--- config.mk ---
export PLATFORM = sky130hd
export DESIGN_NAME = sumador_restador_serial
export DESIGN_NICKNAME = d
export VERILOG_FILES = /design/src/rtl/sumador_pkg.sv /design/src/rtl/sumador_bit_serial.sv /design/src/rtl/sumador_restador_serial.sv
export SDC_FILE = /design/constraint.sdc
export NUM_CORES = 1
export LEC_CHECK = 0
export ABC_AREA = 0
export ABC_CLOCK_PERIOD_IN_PS = 5050
export CORE_UTILIZATION = 40
export CTS_BUF_LIST = sky130_fd_sc_hd__clkbuf_4 sky130_fd_sc_hd__clkbuf_8 sky130_fd_sc_hd__clkbuf_16
export DETAILED_ROUTE_END_ITERATION = 8
export PLACE_DENSITY = 0.67
export SKIP_CTS_REPAIR_TIMING = 1
export SYNTH_ARGS = -nofsm -noshare
export SYNTH_HDL_FRONTEND = slang
export SYNTH_SLANG_ARGS = --single-unit
--- constraint.sdc ---
create_clock -name clk -period 5.05 [get_ports clk]
set_input_delay 1.2625 -clock clk [delete_from_list [all_inputs] [get_ports clk]]
set_output_delay 1.2625 -clock clk [all_outputs]
set_load 0.005 [all_outputs]
--- src/rtl/sumador_pkg.sv ---
// Shared types and constants for the bit-serial sign-magnitude adder/subtractor.
package sumador_pkg;

  typedef enum logic [1:0] {
    IDLE = 2'd0,
    CALC = 2'd1,
    NEG  = 2'd2,
    DONE = 2'd3
  } state_e;

  localparam logic OP_ADD = 1'b0;
  localparam logic OP_SUB = 1'b1;

endpackage

--- src/rtl/sumador_bit_serial.sv ---
// One full-adder cell with its carry flop; the carry can be preset (ld) or advanced (en).
module sumador_bit_serial
  import sumador_pkg::*;
(
  input  logic clk,
  input  logic rst,
  input  logic ld_i,
  input  logic ld_val_i,
  input  logic en_i,
  input  logic x_i,
  input  logic y_i,
  output logic s_o,
  output logic cout_o
);

  logic c_q;

  assign s_o    = x_i ^ y_i ^ c_q;
  assign cout_o = (x_i & y_i) | (c_q & (x_i ^ y_i));

  // Preset wins over advance so a CALC->NEG handoff can reload carry=1.
  always_ff @(posedge clk) begin
    if (rst)       c_q <= 1'b0;
    else if (ld_i) c_q <= ld_val_i;
    else if (en_i) c_q <= cout_o;
  end

endmodule

--- src/rtl/sumador_restador_serial.sv ---
// Bit-serial A+B / |A-B| unit, LSB first, one shared full-adder cell, start/busy/done handshake.
module sumador_restador_serial
  import sumador_pkg::*;
#(
  parameter int WIDTH = 4
) (
  input  logic             clk,
  input  logic             rst,
  input  logic             start,
  input  logic             op,
  input  logic [WIDTH-1:0] a,
  input  logic [WIDTH-1:0] b,
  output logic             busy,
  output logic             done,
  output logic [WIDTH-1:0] result,
  output logic             e
);

  localparam int             CW   = $clog2(WIDTH + 1);
  localparam logic [CW-1:0]  LAST = CW'(WIDTH - 1);
  localparam logic [CW-1:0]  CMAX = {CW{1'b1}};

  state_e           state_q, state_d;
  logic [WIDTH-1:0] a_q, a_d;
  logic [WIDTH-1:0] b_q, b_d;
  logic [WIDTH-1:0] r_q, r_d;
  logic [WIDTH-1:0] res_q, res_d;
  logic [CW-1:0]    cnt_q, cnt_d;
  logic             op_q, op_d;
  logic             e_q, e_d;

  logic fa_x, fa_y, fa_s, fa_c;
  logic c_ld, c_ld_val, c_en;

  sumador_bit_serial u_fa (
    .clk      (clk),
    .rst      (rst),
    .ld_i     (c_ld),
    .ld_val_i (c_ld_val),
    .en_i     (c_en),
    .x_i      (fa_x),
    .y_i      (fa_y),
    .s_o      (fa_s),
    .cout_o   (fa_c)
  );

  always_comb begin
    state_d  = state_q;
    a_d      = a_q;
    b_d      = b_q;
    r_d      = r_q;
    res_d    = res_q;
    cnt_d    = cnt_q;
    op_d     = op_q;
    e_d      = e_q;
    c_ld     = 1'b0;
    c_ld_val = 1'b0;
    c_en     = 1'b0;
    // NEG negates r in place: ~r + 1 with the other adder input tied to 0.
    fa_x     = (state_q == NEG) ? ~r_q[0] : a_q[0];
    fa_y     = (state_q == NEG) ? 1'b0    : b_q[0];

    case (state_q)
      IDLE: begin
        if (start) begin
          a_d      = a;
          b_d      = (op == OP_SUB) ? ~b : b;
          op_d     = op;
          r_d      = '0;
          cnt_d    = '0;
          c_ld     = 1'b1;
          c_ld_val = op;
          state_d  = CALC;
        end
      end
      CALC: begin
        c_en = 1'b1;
        a_d  = a_q >> 1;
        b_d  = b_q >> 1;
        r_d  = {fa_s, r_q[WIDTH-1:1]};
        if (cnt_q != CMAX) cnt_d = cnt_q + 1'b1;
        if (cnt_q == LAST) begin
          cnt_d = '0;
          if (op_q == OP_SUB && !fa_c) begin
            c_ld     = 1'b1;
            c_ld_val = 1'b1;
            state_d  = NEG;
          end else begin
            res_d   = r_d;
            e_d     = (op_q == OP_ADD) ? fa_c : 1'b0;
            state_d = DONE;
          end
        end
      end
      NEG: begin
        c_en = 1'b1;
        r_d  = {fa_s, r_q[WIDTH-1:1]};
        if (cnt_q != CMAX) cnt_d = cnt_q + 1'b1;
        if (cnt_q == LAST) begin
          cnt_d   = '0;
          res_d   = r_d;
          e_d     = 1'b1;
          state_d = DONE;
        end
      end
      DONE:    state_d = IDLE;
      default: state_d = IDLE;
    endcase
  end

  always_ff @(posedge clk) begin
    if (rst) begin
      state_q <= IDLE;
      a_q     <= '0;
      b_q     <= '0;
      r_q     <= '0;
      res_q   <= '0;
      cnt_q   <= '0;
      op_q    <= 1'b0;
      e_q     <= 1'b0;
    end else begin
      state_q <= state_d;
      a_q     <= a_d;
      b_q     <= b_d;
      r_q     <= r_d;
      res_q   <= res_d;
      cnt_q   <= cnt_d;
      op_q    <= op_d;
      e_q     <= e_d;
    end
  end

  // Outputs only move at DONE; the working shift register is never exposed.
  assign busy   = (state_q == CALC) || (state_q == NEG);
  assign done   = (state_q == DONE);
  assign result = res_q;
  assign e      = e_q;

endmodule

; ---- Word-level counts from Yosys, hierarchy flattened
; Cells that the tools add are included.
[totals]
out_inout_bits = 7
regBits = 24
input_bits = 12
elab_cells = 78
[classes]
n_addsub = 1
bitwise_logic = 7
mux = 36
reduce_logical = 15
eq_ne = 10
[ops]
columns = op, n
row1 = 4-bit one-hot mux with 2 select lines, 4
row2 = 4-bit 2-to-1 mux, 7
row3 = 1-bit 2-to-1 mux, 14
row4 = 3-bit 2-to-1 mux, 3
row5 = 2-bit one-hot mux with 4 select lines, 1
row6 = 2-bit nonzero test, 4
row7 = 2-bit 2-to-1 mux, 3
row8 = "2-bit != test, second input constant", 3
row9 = 1-bit one-hot mux with 2 select lines, 3
row10 = 3-bit one-hot mux with 2 select lines, 1
row11 = 2-bit AND reduction, 3
row12 = 3-bit AND reduction, 2
row13 = "2-bit == test, second input constant", 2
row14 = 4-bit inverter, 1
row15 = 4-bit AND reduction, 1
row16 = "3-bit by 1-bit adder with 3-bit output, second input constant", 1
row17 = "3-bit by 2-bit == test with 1-bit output, second input constant", 1
row18 = "3-bit by 1-bit != test with 1-bit output, second input constant", 1
row19 = "3-bit != test, second input constant", 1
row20 = 1-bit bitwise AND, 2
row21 = "2-bit by 1-bit == test with 1-bit output, second input constant", 1
row22 = 2-bit logical NOT, 1
row23 = "2-bit by 1-bit != test with 1-bit output, second input constant", 1
row24 = 2-bit OR reduction, 1
row25 = 6 further kinds, 7

; ---- Logic depth before layout (Yosys ltp)
; Gate-level depths: netlist of run 1.
[depth]
word_depth = 11
mapped_depth = 9
mapped_depth_nobuf = 9

; ---- Hierarchy
; Synthesis of run 1 repeated with hierarchy kept, for this count alone.
[unflattened]
hier_cells = 134
hier_area_um2 = 1176.1
[modules_own_cells]
columns = module, seq_area_each_um2, cells_per_inst, area_each_um2, n_inst
row1 = sumador_restador_serial, 460.4, 128, 1103.6, 1
row2 = sumador_bit_serial, 20.0, 6, 72.6, 1

; ---- Least setup slack after synthesis of run 1
; No wires, ideal clock.
[synth_path]
kind = input to register
startpoint = input start
endpoint = register a_q[3]
path_buffers = 0
t_arrival_ns = 1.896
setup_ns = 0.128
path_stages = 4
t_required_ns = 4.922
setup_slack_ns = 3.027
path_cell_list = and2b_4 or2_1 a21oi_1 nor2_1
[synth_via]
elab_chain_cells = 2
[synth_lines]
columns = element, line_no
row1 = from (decl), sumador_restador_serial.sv:9  ; input logic start,
row2 = 2-bit != test (no source line), --
row3 = 2-bit AND reduction (no source line), --
row4 = to (signal assigned), sumador_restador_serial.sv:114  ; a_q <= '0;
row5 = to (signal assigned), sumador_restador_serial.sv:123  ; a_q <= a_d;
row6 = to (decl), sumador_restador_serial.sv:24  ; logic [WIDTH-1:0] a_q, a_d;
; No other way between the ends.
; A chain may end at the register's enable or synchronous reset.

; ---- Worst setup path after layout of run 1
[layout_path]
startpoint = register state_q[1]
endpoint = output busy
[layout_via]
elab_chain_cells = 2
word_cells_on_any_way = 3
cone_classes = eq/ne: 2 / reduce/logical: 1
[layout_lines]
columns = element, line_no
row1 = from (decl), sumador_restador_serial.sv:23  ; state_e state_q, state_d;
row2 = from (signal assigned), sumador_restador_serial.sv:122  ; state_q <= state_d;
row3 = 2-bit by 1-bit == test with 1-bit output / 2-bit == test (equally long branches), sumador_restador_serial.sv:134  ; assign busy = (state_q == CALC) || (state_q == NEG);
row4 = 1-bit logical OR *, sumador_restador_serial.sv:134
row5 = to (decl), sumador_restador_serial.sv:13  ; output logic busy,
; Every way passes the cells marked *; elsewhere a longest branch is shown, timed or not.

==> out/qor.csv, run 1 <==
stage,metric,value,unit
status,status,"finished, violations left",
status,failing checks,DRC,
sta,Slew @ Worst Pin,0.869,ns
synth,Yosys cell types,34,
floorplanning,chip height,56.7,um
setup_path,type of origin of the critical path,flip-flop,
setup_path,Critical Path RT,3.79,ns
sta,Setup Skew,0.00858,ns
drt,drt first pass iters,6,
setup_path,slowest cell delay on critical path,0.57,ns
sta,unrepaired setup endpoints after global routing,false,
clock_network,CTS max path bufs,2,
floorplanning,Die X,56.7,um
synth,syn nets,151,
cells_and_area,layout cells sized above 1,8.11,%
synth,Ys Warns,0,
floorplanning,initial core utilization,42.7,%
cells_and_area,Sequential Area,480,um^2
synth,Seq cells post-synth,24,
setup_path,reg2reg end,result[1],
place,detailed placement HPWL,1.65,mm
drt,vias,947,
floorplanning,row cnt,19,
sta,TNS Setup,0,ns
cells_and_area,Fillers,284,
cells_and_area,# diodes,0,
place,GP Congestion,0.717,
clock_network,CTS H-Tree Depth,1,
drt,# DRC,2,
synth,mean post-synth cell area,9.07,um^2
setup_path,critical path type,flip-flop to output port,
setup_path,CP Cell Sequence,inv_1 -> ha_1 -> clkdlybuf4s50_1,
min_path,worst hold stages,2,
setup_path,Worst Path Max Fanout,11,
min_path,Hold EP,r_q[0],
drt,Routed WL,2.14,mm
power_and_ir_drop,peak supply drop,230,uV
drt,WL/cell,12.0,um
grt,first-pass GRT wire length,3.82,mm
clock_network,clk sink count,24,
grt,All-Layer GR Usage,15.1,%
cells_and_area,Area growth syn-to-layout,18.3,%
grt,largest net degree at the start of global routing,25,
clock_network,root buf cell,clkbuf_4,
synth,"Async S/R FF share, synth",0,%
sta,fin. max-slew vios,0,
job,max-cap viol count,0,
sta,Fmax,313,MHz
setup_path,Critical Path End Type,output port,
synth,Mapped Cells,132,
cells_and_area,area used by multi-input combinational logic,683,um^2
clock_network,clock-pin slew on the worst setup and hold paths,0.12,ns
grt,Congestion Overflow GR,0,
setup_path,Worst EP arrival,1.93,ns
setup_path,source of the worst register-to-register timing path,state_q[0],
power_and_ir_drop,PwrDens,479,nW/um^2
sta,Final period util,63.2,%
drt,vias per cell,5.29,
setup_path,CP Launch Point,state_q[1],
sta,min Tclk post-route,3.19,ns
setup_path,slowest CP cell,clkdlybuf4s50_1,
min_path,Hold Startpoint,r_q[0],
setup_path,r2r worst-path depth,8,
power_and_ir_drop,Tot Pwr,679,uW
grt,initial antenna violation count,0,
sta,endpoints failing setup,0,
synth,"Cell Area, Synth",1200,um^2
cells_and_area,most frequent cells in the layout,"24 x dfxtp_1, 18 x clkdlybuf4s50_1, 16 x nor2_1",
synth,post-synthesis sequential area ratio,40.1,%
min_path,Min-Delay Path Class,flip-flop to flip-flop,
floorplanning,core box area,2810,um^2
drt,antenna-violating nets left,0,
setup_path,CP top delay family,buffers and inverters,
clock_network,CTS tree,yes,
grt,number of global-route vias before repair,867,
sta,relative slew slack,41.9,%
floorplanning,I/O Pins,19,
setup_path,worst reg2reg setup slack,2.81,ns
cells_and_area,nets@finish,169,
synth,Main synth FF type,dfxtp_1,
synth,Post-synth EDFFs,0,
clock_network,clk_lat worst skew,0.31,ns
power_and_ir_drop,Pleak,0.000509,uW
setup_path,Buf/Inv on CP,2,
cells_and_area,"most common cell after layout, fill and taps aside",dfxtp_1,
sta,final hold viol count,0,
clock_network,TritonCTS Buffers,3,
floorplanning,full die area,3220,um^2
drt,initial DRC count,14,
place,Port Buffers,18,
-- cells in the mapped netlist (2+ instances only) --
master	n	area [um^2]
o21ai_0	4	20.0
xnor2_1	4	35.0
buf_2	3	15.0
nand2_1	14	52.6
a211oi_1	4	30.0
clkbuf_1	2	7.51
mux2i_1	9	90.1
inv_1	3	11.3
nor2_1	16	60.1
ha_1	6	75.1
or2_1	2	12.5
a21oi_1	13	65.1
nand2b_1	3	18.8
nand3_1	5	25.0
nor3b_1	2	15.0
dfxtp_1	24	480
-- cells by family (layout without fill, tap and decap cells) --
logic type / count (synthesis) / after routing / synth area share [%]
AOI/OAI and AO/OA: 26 / 26 / 13.6
xor gates and xnor gates: 4 / 4 / 2.93
adders and majority gates: 7 / 7 / 7.94
buffers and inverters: 8 / 24 / 2.82
DFF: 24 / 24 / 40.1
muxes: 10 / 10 / 8.46
and+or+nand+nor: 53 / 53 / 24.1
-- worst min-delay path, delay by kind of cell, from the launching register on --
family	cells	cell delay, ns
AND/OR/NAND/NOR	1	0.05
flip-flops	1	0.33
AO/OA/AOI/OAI	1	0.05
-- layout make-up --
type / instances / share of cell area (%)
multi-input cells: 100 / 48.2
repair buffers: 18 / 12.7
well taps: 31 / 2.74
clock buffers: 3 / 1.59
flip-flops and latches: 24 / 33.9
inverters: 3 / 0.795
-- stage by stage --
stage	instances	hold WS (ns)	cell area [um^2]	setup WS, ns	util (%)
3_3_place_gp	176	0.440	1390	2.28	49.7
2_1_floorplan	132	0.432	1200	3.03	-
6_report	179	0.465	1420	1.86	50.5
3_5_place_dp	176	0.450	1390	2.20	49.7
4_1_cts	179	0.467	1420	1.84	50.5
5_1_grt	179	0.484	1420	1.76	50.5
-- flip-flops by register name, summed over array words and instances (netlist names) --
signal / cells
e: 1
u_fa.c_q: 1
state_q: 2
cnt_q: 3
result: 4
r_q: 4
b_q: 4
a_q: 4
op_q: 1
-- worst max path at each step --
| stage | endpoint | slack, ns | cells after the start |
|---|---|---|---|
| final | busy | 1.86 | 3 |
| after global routing | busy | 1.76 | 3 |
| after CTS | busy | 1.84 | 3 |
| after detailed placement | busy | 2.20 | 3 |
| after global placement | busy | 2.28 | 3 |
| after floorplan | a_q[3] | 3.03 | 4 |
-- power breakdown --
group | total [uW] | internal (uW) | switching [uW] | leakage [uW]
Combinational | 337 | 150 | 187 | 0.000299
Clock | 80.2 | 27.8 | 52.3 | 0.0000138
Sequential | 262 | 233 | 28.9 | 0.000196
Total | 679 | 411 | 268 | 0.000509
-- per-layer routing --
layer | wire [um] | global-route usage (%) | part of all wire, %
met5 | 0 | 0 | 0
met4 | 19 | 2.14 | 0.89
met3 | 80 | 4.15 | 3.7
met2 | 1060 | 26.7 | 50
met1 | 979 | 18.4 | 46
No activity file was read; power rests on OpenSTA's default activity.
==> inputs of run 2 (changes only) <==
--- a/config.mk
+++ b/config.mk
@@ -6,11 +6,11 @@
 export NUM_CORES = 1
 export LEC_CHECK = 0
 export ABC_AREA = 0
-export ABC_CLOCK_PERIOD_IN_PS = 5050
+export ABC_CLOCK_PERIOD_IN_PS = 2900
 export CORE_UTILIZATION = 40
 export CTS_BUF_LIST = sky130_fd_sc_hd__clkbuf_4 sky130_fd_sc_hd__clkbuf_8 sky130_fd_sc_hd__clkbuf_16
 export DETAILED_ROUTE_END_ITERATION = 8
-export PLACE_DENSITY = 0.67
+export PLACE_DENSITY = 0.7
 export SKIP_CTS_REPAIR_TIMING = 1
 export SYNTH_ARGS = -nofsm -noshare
 export SYNTH_HDL_FRONTEND = slang
==> constraint.sdc (replaced) <==
create_clock -name clk -period 2.9 [get_ports clk]
set_input_delay 0.725 -clock clk [delete_from_list [all_inputs] [get_ports clk]]
set_output_delay 0.725 -clock clk [all_outputs]
set_load 0.005 [all_outputs]
==> out/qor.csv, run 2 (synthesized netlist as in run 1, its figures left out) <==
stage,metric,value,unit,change
sta,Slew @ Worst Pin,0.896,ns,was 0.869 ns
clock_network,clk sink count,24,,unchanged
place,Port Buffers,18,,unchanged
drt,# DRC,2,,unchanged
cells_and_area,layout cells sized above 1,8.11,%,unchanged
drt,vias per cell,5.40,,was 5.29
power_and_ir_drop,switching fraction of total power,40.0,%,was 39.5%
floorplanning,chip height,56.7,um,unchanged
sta,Setup Skew,0.00447,ns,was 0.00858 ns
sta,unrepaired setup endpoints after global routing,false,,unchanged
setup_path,Worst EP arrival,1.93,ns,about the same
drt,Routed WL,2.23,mm,was 2.14 mm
grt,first-pass GRT wire length,3.87,mm,was 3.82 mm
power_and_ir_drop,clock network power share,11.8,%,about the same
sta,TNS Setup,0,ns,unchanged
drt,drt first pass iters,6,,unchanged
setup_path,Worst Path Max Fanout,11,,unchanged
sta,final hold viol count,0,,unchanged
grt,largest net degree at the start of global routing,25,,unchanged
sta,fin. max-slew vios,0,,unchanged
cells_and_area,# diodes,0,,unchanged
clock_network,CTS max path bufs,2,,unchanged
drt,initial DRC count,16,,was 14
grt,initial antenna violation count,0,,unchanged
setup_path,Critical Path End Type,output port,,unchanged
cells_and_area,nets@finish,169,,unchanged
clock_network,root buf cell,clkbuf_4,,unchanged
cells_and_area,most frequent cells in the layout,"24 x dfxtp_1, 18 x clkdlybuf4s50_1, 16 x nor2_1",,unchanged
drt,vias,966,,was 947
sta,min Tclk post-route,2.65,ns,
status,failing checks,DRC,,unchanged
drt,met3 routed wirelength,95,um,was 80 um
setup_path,critical path endpoint,busy,,unchanged
power_and_ir_drop,Net Sw Power,476,uW,was 268 uW
drt,antenna-violating nets left,0,,unchanged
setup_path,source of the worst register-to-register timing path,state_q[0],,unchanged
grt,number of global-route vias before repair,894,,was 867
job,max-cap viol count,0,,unchanged
sta,endpoints failing setup,0,,unchanged
setup_path,CP Launch Point,state_q[0],,was state_q[1]
status,status,"finished, violations left",,unchanged
clock_network,TritonCTS Buffers,3,,unchanged
setup_path,reg2reg end,result[1],,unchanged
floorplanning,full die area,3220,um^2,unchanged
setup_path,r2r worst-path depth,8,,unchanged
grt,All-Layer GR Usage,15.2,%,was 15.1%
cells_and_area,Area growth syn-to-layout,18.3,%,unchanged
floorplanning,I/O Pins,19,,unchanged
floorplanning,core box area,2810,um^2,unchanged
drt,WL/cell,12.5,um,was 12.0 um
grt,Congestion Overflow GR,0,,unchanged
power_and_ir_drop,Flop pwr share,38.2,%,was 38.6%
setup_path,Critical Path RT,2.17,ns,was 3.79 ns
drt,max layer used,met4,,unchanged
floorplanning,row cnt,19,,unchanged
power_and_ir_drop,Tot Pwr,1190,uW,was 679 uW
drt,DR WL met2,1.10,mm,was 1.06 mm
setup_path,critical path type,flip-flop to output port,,unchanged
sta,Final period util,91.4,%,
sta,Fmax,377,MHz,
floorplanning,initial core utilization,42.7,%,unchanged
drt,met1 WL,1.02,mm,was 979 um
power_and_ir_drop,PwrDens,841,nW/um^2,was 479 nW/um^2
floorplanning,Die X,56.7,um,unchanged
power_and_ir_drop,Pleak,0.000509,uW,unchanged
cells_and_area,"most common cell after layout, fill and taps aside",dfxtp_1,,unchanged
power_and_ir_drop,P_int,715,uW,was 411 uW
place,GP Congestion,0.790,,was 0.717
sta,relative slew slack,40.0,%,was 41.9%
clock_network,clock-pin slew on the worst setup and hold paths,0.12,ns,about the same
clock_network,CTS H-Tree Depth,1,,unchanged
power_and_ir_drop,peak supply drop,380,uV,was 230 uV
clock_network,clk_lat worst skew,0.30,ns,was 0.31 ns
setup_path,type of origin of the critical path,flip-flop,,unchanged
place,detailed placement HPWL,1.69,mm,was 1.65 mm
setup_path,worst reg2reg setup slack,0.65,ns,was 2.81 ns
power_and_ir_drop,combinational share of power,49.9,%,was 49.6%
min_path,Min-Delay Path Class,flip-flop to flip-flop,,unchanged
clock_network,CTS tree,yes,,unchanged
[run 2: how the worst min path moves through the flow]
stage	from	end	slack, ns	depth (start not counted)
floorplan	b_q[1]	b_q[1]	0.43	2
global placement	b_q[2]	b_q[2]	0.44	2
detailed placement	b_q[1]	b_q[1]	0.45	2
CTS	b_q[1]	b_q[1]	0.46	2
global route	b_q[1]	b_q[1]	0.48	2
finish	b_q[1]	b_q[1]	0.46	2
[run 2: critical path: stages (launching register included)]
cell and delay [ns]:
dfxtp_1 0.41, inv_1 0.12, ha_1 0.52, clkdlybuf4s50_1 0.57
[run 2: stage by stage]
step	cell area, um^2	utilization [%]	setup WS (ns)	instances	hold slack [ns]
6_report	1420	50.5	0.249	179	0.462
5_1_grt	1420	50.5	0.182	179	0.485
4_1_cts	1420	50.5	0.245	179	0.464
3_5_place_dp	1390	49.7	0.601	176	0.447
3_3_place_gp	1390	49.7	0.650	176	0.443
2_1_floorplan	1200	-	0.921	132	0.432
[run 2: final cells by class]
class                   instances  area (um^2)
inverters                       3         11.3
clock buffers                   3         22.5
flip-flops and latches         24          480
fillers                       292         1390
well taps                      31         38.8
repair buffers                 18          180
multi-input cells             100          683
[run 2: layer usage]
layer | up-vias | track usage (%)
li1 | 488 | -
met1 | 455 | 17.8
met2 | 21 | 27.7
met3 | 2 | 4.38
met4 | 0 | 2.50
met5 | - | 0
[run 2: power groups by stage]
stage	clock network, uW	registers, uW	logic (uW)
after global placement	0	458	575
after detailed placement	0	463	597
after floorplan	0	451	465
final	141	455	595
after global routing	157	465	665
after CTS	148	455	598
==> inputs of run 3 (changes only) <==
--- a/config.mk
+++ b/config.mk
@@ -7,6 +7,7 @@
 export LEC_CHECK = 0
 export ABC_AREA = 0
 export ABC_CLOCK_PERIOD_IN_PS = 2900
+export CORE_MARGIN = 5
 export CORE_UTILIZATION = 40
 export CTS_BUF_LIST = sky130_fd_sc_hd__clkbuf_4 sky130_fd_sc_hd__clkbuf_8 sky130_fd_sc_hd__clkbuf_16
 export DETAILED_ROUTE_END_ITERATION = 8
==> out/qor.csv, run 3 (synthesized netlist as in run 1, its figures left out) <==
stage,metric,value,unit,change
status,status,completed,,"was finished, violations left"
power_and_ir_drop,Tot Pwr,1220,uW,was 1190 uW
grt,All-Layer GR Usage,11.6,%,was 15.2%
cells_and_area,Layout Utilization,51.0,%,was 50.5%
place,detailed placement HPWL,1.75,mm,was 1.69 mm
drt,antenna-violating nets left,0,,unchanged
drt,vias,942,,was 966
clock_network,root buf cell,clkbuf_4,,unchanged
sta,Min Hold Slack,0.464,ns,was 0.462 ns
sta,relative slew slack,40.7,%,was 40.0%
floorplanning,full die area,4190,um^2,was 3220 um^2
cells_and_area,Area growth syn-to-layout,19.4,%,was 18.3%
clock_network,CTS H-Tree Depth,1,,unchanged
min_path,Hold Startpoint,b_q[1],,unchanged
floorplanning,I/O Pins,19,,unchanged
drt,Routed WL,2.30,mm,was 2.23 mm
drt,drt first pass iters,3,,was 6
sta,fin. max-slew vios,0,,unchanged
clock_network,CTS max path bufs,2,,unchanged
clock_network,TritonCTS Buffers,3,,unchanged
min_path,Hold EP,b_q[1],,unchanged
drt,# DRC,0,,was 2
floorplanning,Die X,64.7,um,was 56.7 um
grt,initial antenna violation count,0,,unchanged
setup_path,critical path type,flip-flop to output port,,unchanged
setup_path,Critical Path RT,2.17,ns,about the same
clock_network,clk_lat worst skew,0.31,ns,was 0.30 ns
setup_path,type of origin of the critical path,flip-flop,,unchanged
sta,TNS Setup,0,ns,unchanged
sta,final hold viol count,0,,unchanged
setup_path,reg2reg end,result[3],,was result[1]
setup_path,worst reg2reg setup slack,0.67,ns,was 0.65 ns
grt,largest net degree at the start of global routing,25,,unchanged
min_path,Min-Delay Path Class,flip-flop to flip-flop,,unchanged
cells_and_area,"most common cell after layout, fill and taps aside",dfxtp_1,,unchanged
floorplanning,chip height,64.7,um,was 56.7 um
grt,Congestion Overflow GR,0,,unchanged
setup_path,source of the worst register-to-register timing path,state_q[0],,unchanged
setup_path,r2r worst-path depth,8,,unchanged
sta,Fmax,374,MHz,was 377 MHz
floorplanning,core box area,2810,um^2,unchanged
clock_network,clk sink count,24,,unchanged
min_path,worst hold stages,2,,unchanged
setup_path,Worst EP arrival,1.95,ns,was 1.93 ns
sta,min Tclk post-route,2.67,ns,was 2.65 ns
grt,first-pass GRT wire length,3.90,mm,was 3.87 mm
clock_network,CTS tree,yes,,unchanged
power_and_ir_drop,PwrDens,854,nW/um^2,was 841 nW/um^2
sta,Final period util,92.2,%,was 91.4%
setup_path,Worst Path Max Fanout,11,,unchanged
sta,Slew @ Worst Pin,0.887,ns,was 0.896 ns
place,Port Buffers,18,,unchanged
job,max-cap viol count,0,,unchanged
cells_and_area,# diodes,0,,unchanged
sta,endpoints failing setup,0,,unchanged
place,GP Congestion,0.751,,was 0.790
cells_and_area,nets@finish,169,,unchanged
power_and_ir_drop,Pleak,0.000516,uW,was 0.000509 uW
cells_and_area,most frequent cells in the layout,"24 x dfxtp_1, 18 x clkdlybuf4s50_1, 16 x nor2_1",,unchanged
drt,initial DRC count,44,,was 16
floorplanning,row cnt,19,,unchanged
clock_network,clock-pin slew on the worst setup and hold paths,0.13,ns,was 0.12 ns
sta,unrepaired setup endpoints after global routing,false,,unchanged
drt,WL/cell,12.8,um,was 12.5 um
sta,Setup Skew,0.00719,ns,was 0.00447 ns
floorplanning,initial core utilization,42.7,%,unchanged
cells_and_area,layout cells sized above 1,8.72,%,was 8.11%
grt,number of global-route vias before repair,929,,was 894
power_and_ir_drop,peak supply drop,374,uV,was 380 uV
drt,vias per cell,5.23,,was 5.40
setup_path,Critical Path End Type,output port,,unchanged
-- run 3: changes by cell type in the layout (fill, tap and decap cells not counted) --
cell	delta
clkbuf_8	+1
-- run 3: final cells by class --
cell class | instances | area [um^2]
sequential | 24 | 480
tap | 31 | 38.8
inverter | 3 | 11.3
clock buffer | 4 | 36.3
timing repair buffer | 18 | 180
multi-input combinational | 100 | 683
fill | 271 | 1380
-- run 3: layer usage --
metal,wire length (um),vias to the layer above,global-route usage [%]
li1,-,489,-
met1,1030,436,13.9
met2,1140,17,20.2
met4,0,0,3.96
met5,0,-,0
met3,121,0,2.94
-- run 3: critical path: stages (launching register included) --
cell             delay (ns)
dfxtp_1                0.45
inv_1                  0.09
ha_1                   0.52
clkdlybuf4s50_1        0.57
-- run 3: worst max-delay path by stage --
stage,from,to,slack [ns],cells past startpoint
detailed placement,state_q[1],busy,0.59,3
floorplan,state_q[0],result[0],0.92,8
finish,state_q[1],busy,0.23,3
global route,state_q[1],busy,0.12,3
CTS,state_q[1],busy,0.21,3
global placement,state_q[1],busy,0.65,3
-- run 3: report_power, final --
group	switching, uW	total (uW)	internal, uW	leakage [uW]
clock network	96.8	173	76.7	0.0000210
logic	329	591	261	0.000299
registers	51.7	457	405	0.000196
total	478	1220	743	0.000516
-- run 3: through the flow --
stage / setup slack, ns / cells / instance area, um^2
after floorplan: 0.921 / 132 / 1200
after global placement: 0.646 / 176 / 1390
after detailed placement: 0.594 / 176 / 1390
after CTS: 0.209 / 180 / 1430
after global routing: 0.119 / 180 / 1430
final: 0.227 / 180 / 1430
==> RTL edit 1, RTL diff (settings of run 2) <==
Set the parameter `WIDTH` to 2 (it was 4).
--- a/src/rtl/sumador_restador_serial.sv
+++ b/src/rtl/sumador_restador_serial.sv
@@ -4,3 +4,3 @@
 #(
-  parameter int WIDTH = 4
+  parameter int WIDTH = 2
 ) (
Interface: changed (resized a, b and result); port bits go from 19 to 13. No check against the original RTL was run, so the function may have changed too.
==> RTL edit 1 against run 2 <==
  * Wire length decreased by 32%
  * Power decreased by 17%
  * Worst setup slack improved by 130 ps
  * Clock skew decreased by 1.5 ps
  * Clock power decreased by 15%
  * Highest routed layer is now met3
  * Final area decreased by 32%
  * Sequential share of layout area decreased by 2.8 points
  * Sequential cell count decreased by 9
  * Synthesized area decreased by 34%
==> RTL edit 1: results (changes against run 2) <==
| Metric | Value |
|---|---|
| Area share of fa/ha/maj cells after synthesis | `0.104 (was 0.0794)` |
| LEAKAGE | `0.000373 µW (was 0.000509 µW)` |
| Largest net degree at the start of global routing | `16 (was 25)` |
| CP max stage cell | `clkdlybuf4s50_1 (unchanged)` |
| Layout Cells excl Fill | `123 (was 179)` |
| Mapped Nets | `98 (was 151)` |
| Overall Power | `994 µW (was 1190 µW)` |
| H-Tree Depth | `1 (unchanged)` |
| Worst Tran Pin Value | `580 ps (was 896 ps)` |
| Layout cells sized above 1 | `0.122 (was 0.0811)` |
| Crit Path Max Fanout | `7 (was 11)` |
| Gr usage total | `0.171 (was 0.152)` |
| Power Sequential | `312 µW (was 455 µW)` |
| Vias | `639 (was 966)` |
| Worst Path Arrival | `1800 ps (was 1930 ps)` |
| Max Root-Sink Buffers | `2 (unchanged)` |
| Post-place setup slack | `709 ps (was 601 ps)` |
| Gpl congestion | `0.788 (was 0.790)` |
| Post-Synth XOR/XNOR Area | `0.0221 (was 0.0293)` |
| Post-synth EDFFs | `0 (unchanged)` |
| Status | `complete, no violations (was finished with violations)` |
| Clock Skew | `2.96 ps (was 4.47 ps)` |
| Critical Path Max Stage Delay | `550 ps (was 570 ps)` |
| First-pass DRT Iterations | `4 (was 6)` |
| DRT iter0 DRCs | `20 (was 16)` |
| Mean area per synthesized cell | `9.44 µm² (was 9.07 µm²)` |
| Vias in the first global route | `589 (was 894)` |
| Internal | `592 µW (was 715 µW)` |
| Worst VDD drop | `537 µV (was 380 µV)` |
| Synth top cells by count | `dfxtp_1, nor2_1, ha_1, mux2i_1 (was dfxtp_1, nor2_1, nand2_1, a21oi_1, mux2i_1)` |
| Nets | `113 (was 169)` |
| Dominant cells by area after synthesis | `dfxtp_1, ha_1, mux2i_1 (was dfxtp_1, mux2i_1, ha_1)` |
| Post-synthesis sequential area ratio | `0.379 (was 0.401)` |
| Filler cells | `170 (was 292)` |
| Mux share of post-synthesis cell area | `0.0773 (was 0.0846)` |
| Per-cell routed wire length | `12.4 µm (was 12.5 µm)` |
| Clock latency on the worst-skew pair | `280 ps (was 300 ps)` |
| Clk slew on worst S/H paths | `90 ps (was 120 ps)` |
| Initial antenna violation count | `0 (unchanged)` |
| Global-route wire length before repair | `2560 µm (was 3870 µm)` |
| Post-synthesis compound-gate area fraction | `0.181 (was 0.136)` |
| Post-synth cell types | `31 (was 34)` |
| DP HPWL | `1130 µm (was 1690 µm)` |
| Clock group power | `120 µW (was 141 µW)` |
| Placed cells | `119 (was 176)` |
| I/O Buffers | `12 (was 18)` |
## RTL edit 1: cell types whose count changed in the layout (fill, tap and decap cells not counted), sizes merged, moves of 4 or more
cell	delta
nand2	-10
a21oi	-11
nor2	-7
mux2i	-4
dfxtp	-9
nor2b	+4
clkdlybuf4s50	-6
a211oi	-4
## RTL edit 1: per-layer routing
| metal | share of wire | wire length [µm] | global-route usage | vias up |
|---|---|---|---|---|
| li1 | - | - | - | 325 |
| met1 | 0.47 | 718 | 0.222 | 298 |
| met2 | 0.47 | 717 | 0.269 | 16 |
| met3 | 0.056 | 85 | 0.0588 | 0 |
| met4 | 0 | 0 | 0.0353 | 0 |
| met5 | 0 | 0 | 0 | - |
## RTL edit 1: per-stage QoR
step | hold slack, ps | cell area [µm²]
after detailed placement | 472 | 936
after global routing | 507 | 963
after global placement | 465 | 936
after CTS | 487 | 963
after floorplan | 448 | 793
final | 479 | 963
## RTL edit 1: final timing paths
| kind | from | end | slack (ps) | depth (start not counted) |
|---|---|---|---|---|
| hold reg to reg | r_q[0] | r_q[0] | 480 | 2 |
| setup reg to reg | state_q[0] | result[1] | 820 | 8 |
| setup / recovery | state_q[1] | busy | 380 | 3 |
| hold / removal | r_q[0] | r_q[0] | 480 | 2 |
## RTL edit 1: layout make-up
cell class                      instances  area, µm²  area share
Clock buffer                            3       22.5      0.0234
Clock inverter                          1       5.00     0.00519
Inverter                                3       11.3      0.0117
Multi-Input combinational cell         64        473       0.491
Sequential cell                        15        300       0.312
Tap cell                               25       31.3      0.0325
Timing Repair Buffer                   12        120       0.125
## RTL edit 1: worst min-delay path, stage by stage, from the launching register on
cell and delay, ps:
dfxtp_1 320, o21ai_0 60, a21oi_1 60
==> RTL edit 2, RTL diff (settings of run 2) <==
Made on the original files. `a_q` no longer has a reset.
--- a/src/rtl/sumador_restador_serial.sv
+++ b/src/rtl/sumador_restador_serial.sv
@@ -113,3 +113,2 @@
       state_q <= IDLE;
-      a_q     <= '0;
       b_q     <= '0;
@@ -122,3 +121,2 @@
       state_q <= state_d;
-      a_q     <= a_d;
       b_q     <= b_d;
@@ -130,2 +128,6 @@
     end
+  end
+
+  always_ff @(posedge clk) begin
+    a_q <= a_d;
   end
Function: same outputs for any inputs over 10 cycles, from zero or initial values and one cycle with rst high; that may be too few to reach the edited logic, so the function may still have changed.
==> RTL edit 2 against run 2 <==
  * Wire length is 4.3% lower
  * Maximum frequency down 0.65%
  * Final area decreased by 0.35%
  * Sequential cell count is the same
  * Synthesized area shrank 0.73%
  * Combinational power shrank 10%
  * Worst setup slack got worse by 17 ps
  * Power fell by 1.2%
  * Largest power group unchanged
  * Count of clock-buffer cells in the layout up 1
  * Critical path type unchanged
  * Sequential share of layout area increased by 3.0 points
  * Die area down 0.70%
==> RTL edit 2: results (changes against run 2) <==
| Metric | Value |
|---|---|
| Post-synth EDFFs | `4 (was 0)` |
| Clock buffer cells | `4 (was 3)` |
| Vias in the first global route | `839 (was 894)` |
| Worst reg2reg path endpoint | `result[0] (was result[1])` |
| Internal | `738 µW (was 715 µW)` |
| GR Util met3 | `0.0207 (was 0.0438)` |
| Inverters | `4 (was 3)` |
| Mux share of post-synthesis cell area | `0.0968 (was 0.0846)` |
| WL met1 | `1060 µm (was 1020 µm)` |
| Routing usage on met1 | `0.194 (was 0.178)` |
| Status | `complete, no violations (was finished with violations)` |
| Clock power frac | `0.136 (was 0.118)` |
| Post-synthesis compound-gate area fraction | `0.127 (was 0.136)` |
| Met2 usage | `0.239 (was 0.277)` |
| Post-synthesis sequential area ratio | `0.438 (was 0.401)` |
| Multi-input combinational area share | `0.444 (was 0.482)` |
| Routed wl met3 | `50 µm (was 95 µm)` |
| Area share of fa/ha/maj cells after synthesis | `0.0800 (was 0.0794)` |
| Global-route wire length before repair | `3730 µm (was 3870 µm)` |
| Layout cells sized above 1 | `0.0993 (was 0.0811)` |
| Synth top cells by count | `dfxtp_1, a21oi_1, nand2_1, nor2_1, o21ai_0 (was dfxtp_1, nor2_1, nand2_1, a21oi_1, mux2i_1)` |
| Post-Synth XOR/XNOR Area | `0.0295 (was 0.0293)` |
| Comb pwr | `533 µW (was 595 µW)` |
| Nets | `161 (was 169)` |
| Hold Crit Start | `r_q[0] (was b_q[1])` |
| Gpl congestion | `0.812 (was 0.790)` |
| Met2 routed WL | `981 µm (was 1100 µm)` |
| Critical Path Source | `state_q[1] (was state_q[0])` |
| WHS | `464 ps (was 462 ps)` |
| DP HPWL | `1590 µm (was 1690 µm)` |
| Multi-Input Combinational | `91 (was 100)` |
## RTL edit 2: changes by cell type after synthesis, moves of 3 or more
cell      before  now
o21ai_0        4    9
nor2_1        16   11
edfxtp_1       0    4
dfxtp_1       24   20
mux2_2         1    4
nor2b_1        1    4
## RTL edit 2: tightest hold or removal path: cells and delay by family, from the launching register on
| family | cells | cell delay, ps |
|---|---|---|
| and+or+nand+nor | 1 | 50 |
| DFF | 1 | 330 |
| AOI/OAI and AO/OA | 1 | 50 |
## RTL edit 2: stage by stage
| step | utilization | instance area, µm² | worst slack, ps | power (µW) | instances |
|---|---|---|---|---|---|
| after floorplan | - | 1190 | 913 | 893 | 125 |
| after global placement | 0.497 | 1380 | 623 | 1000 | 168 |
| after detailed placement | 0.497 | 1380 | 582 | 1030 | 168 |
| after CTS | 0.507 | 1410 | 204 | 1190 | 172 |
| after global routing | 0.507 | 1410 | 135 | 1280 | 172 |
| final | 0.507 | 1410 | 232 | 1180 | 172 |
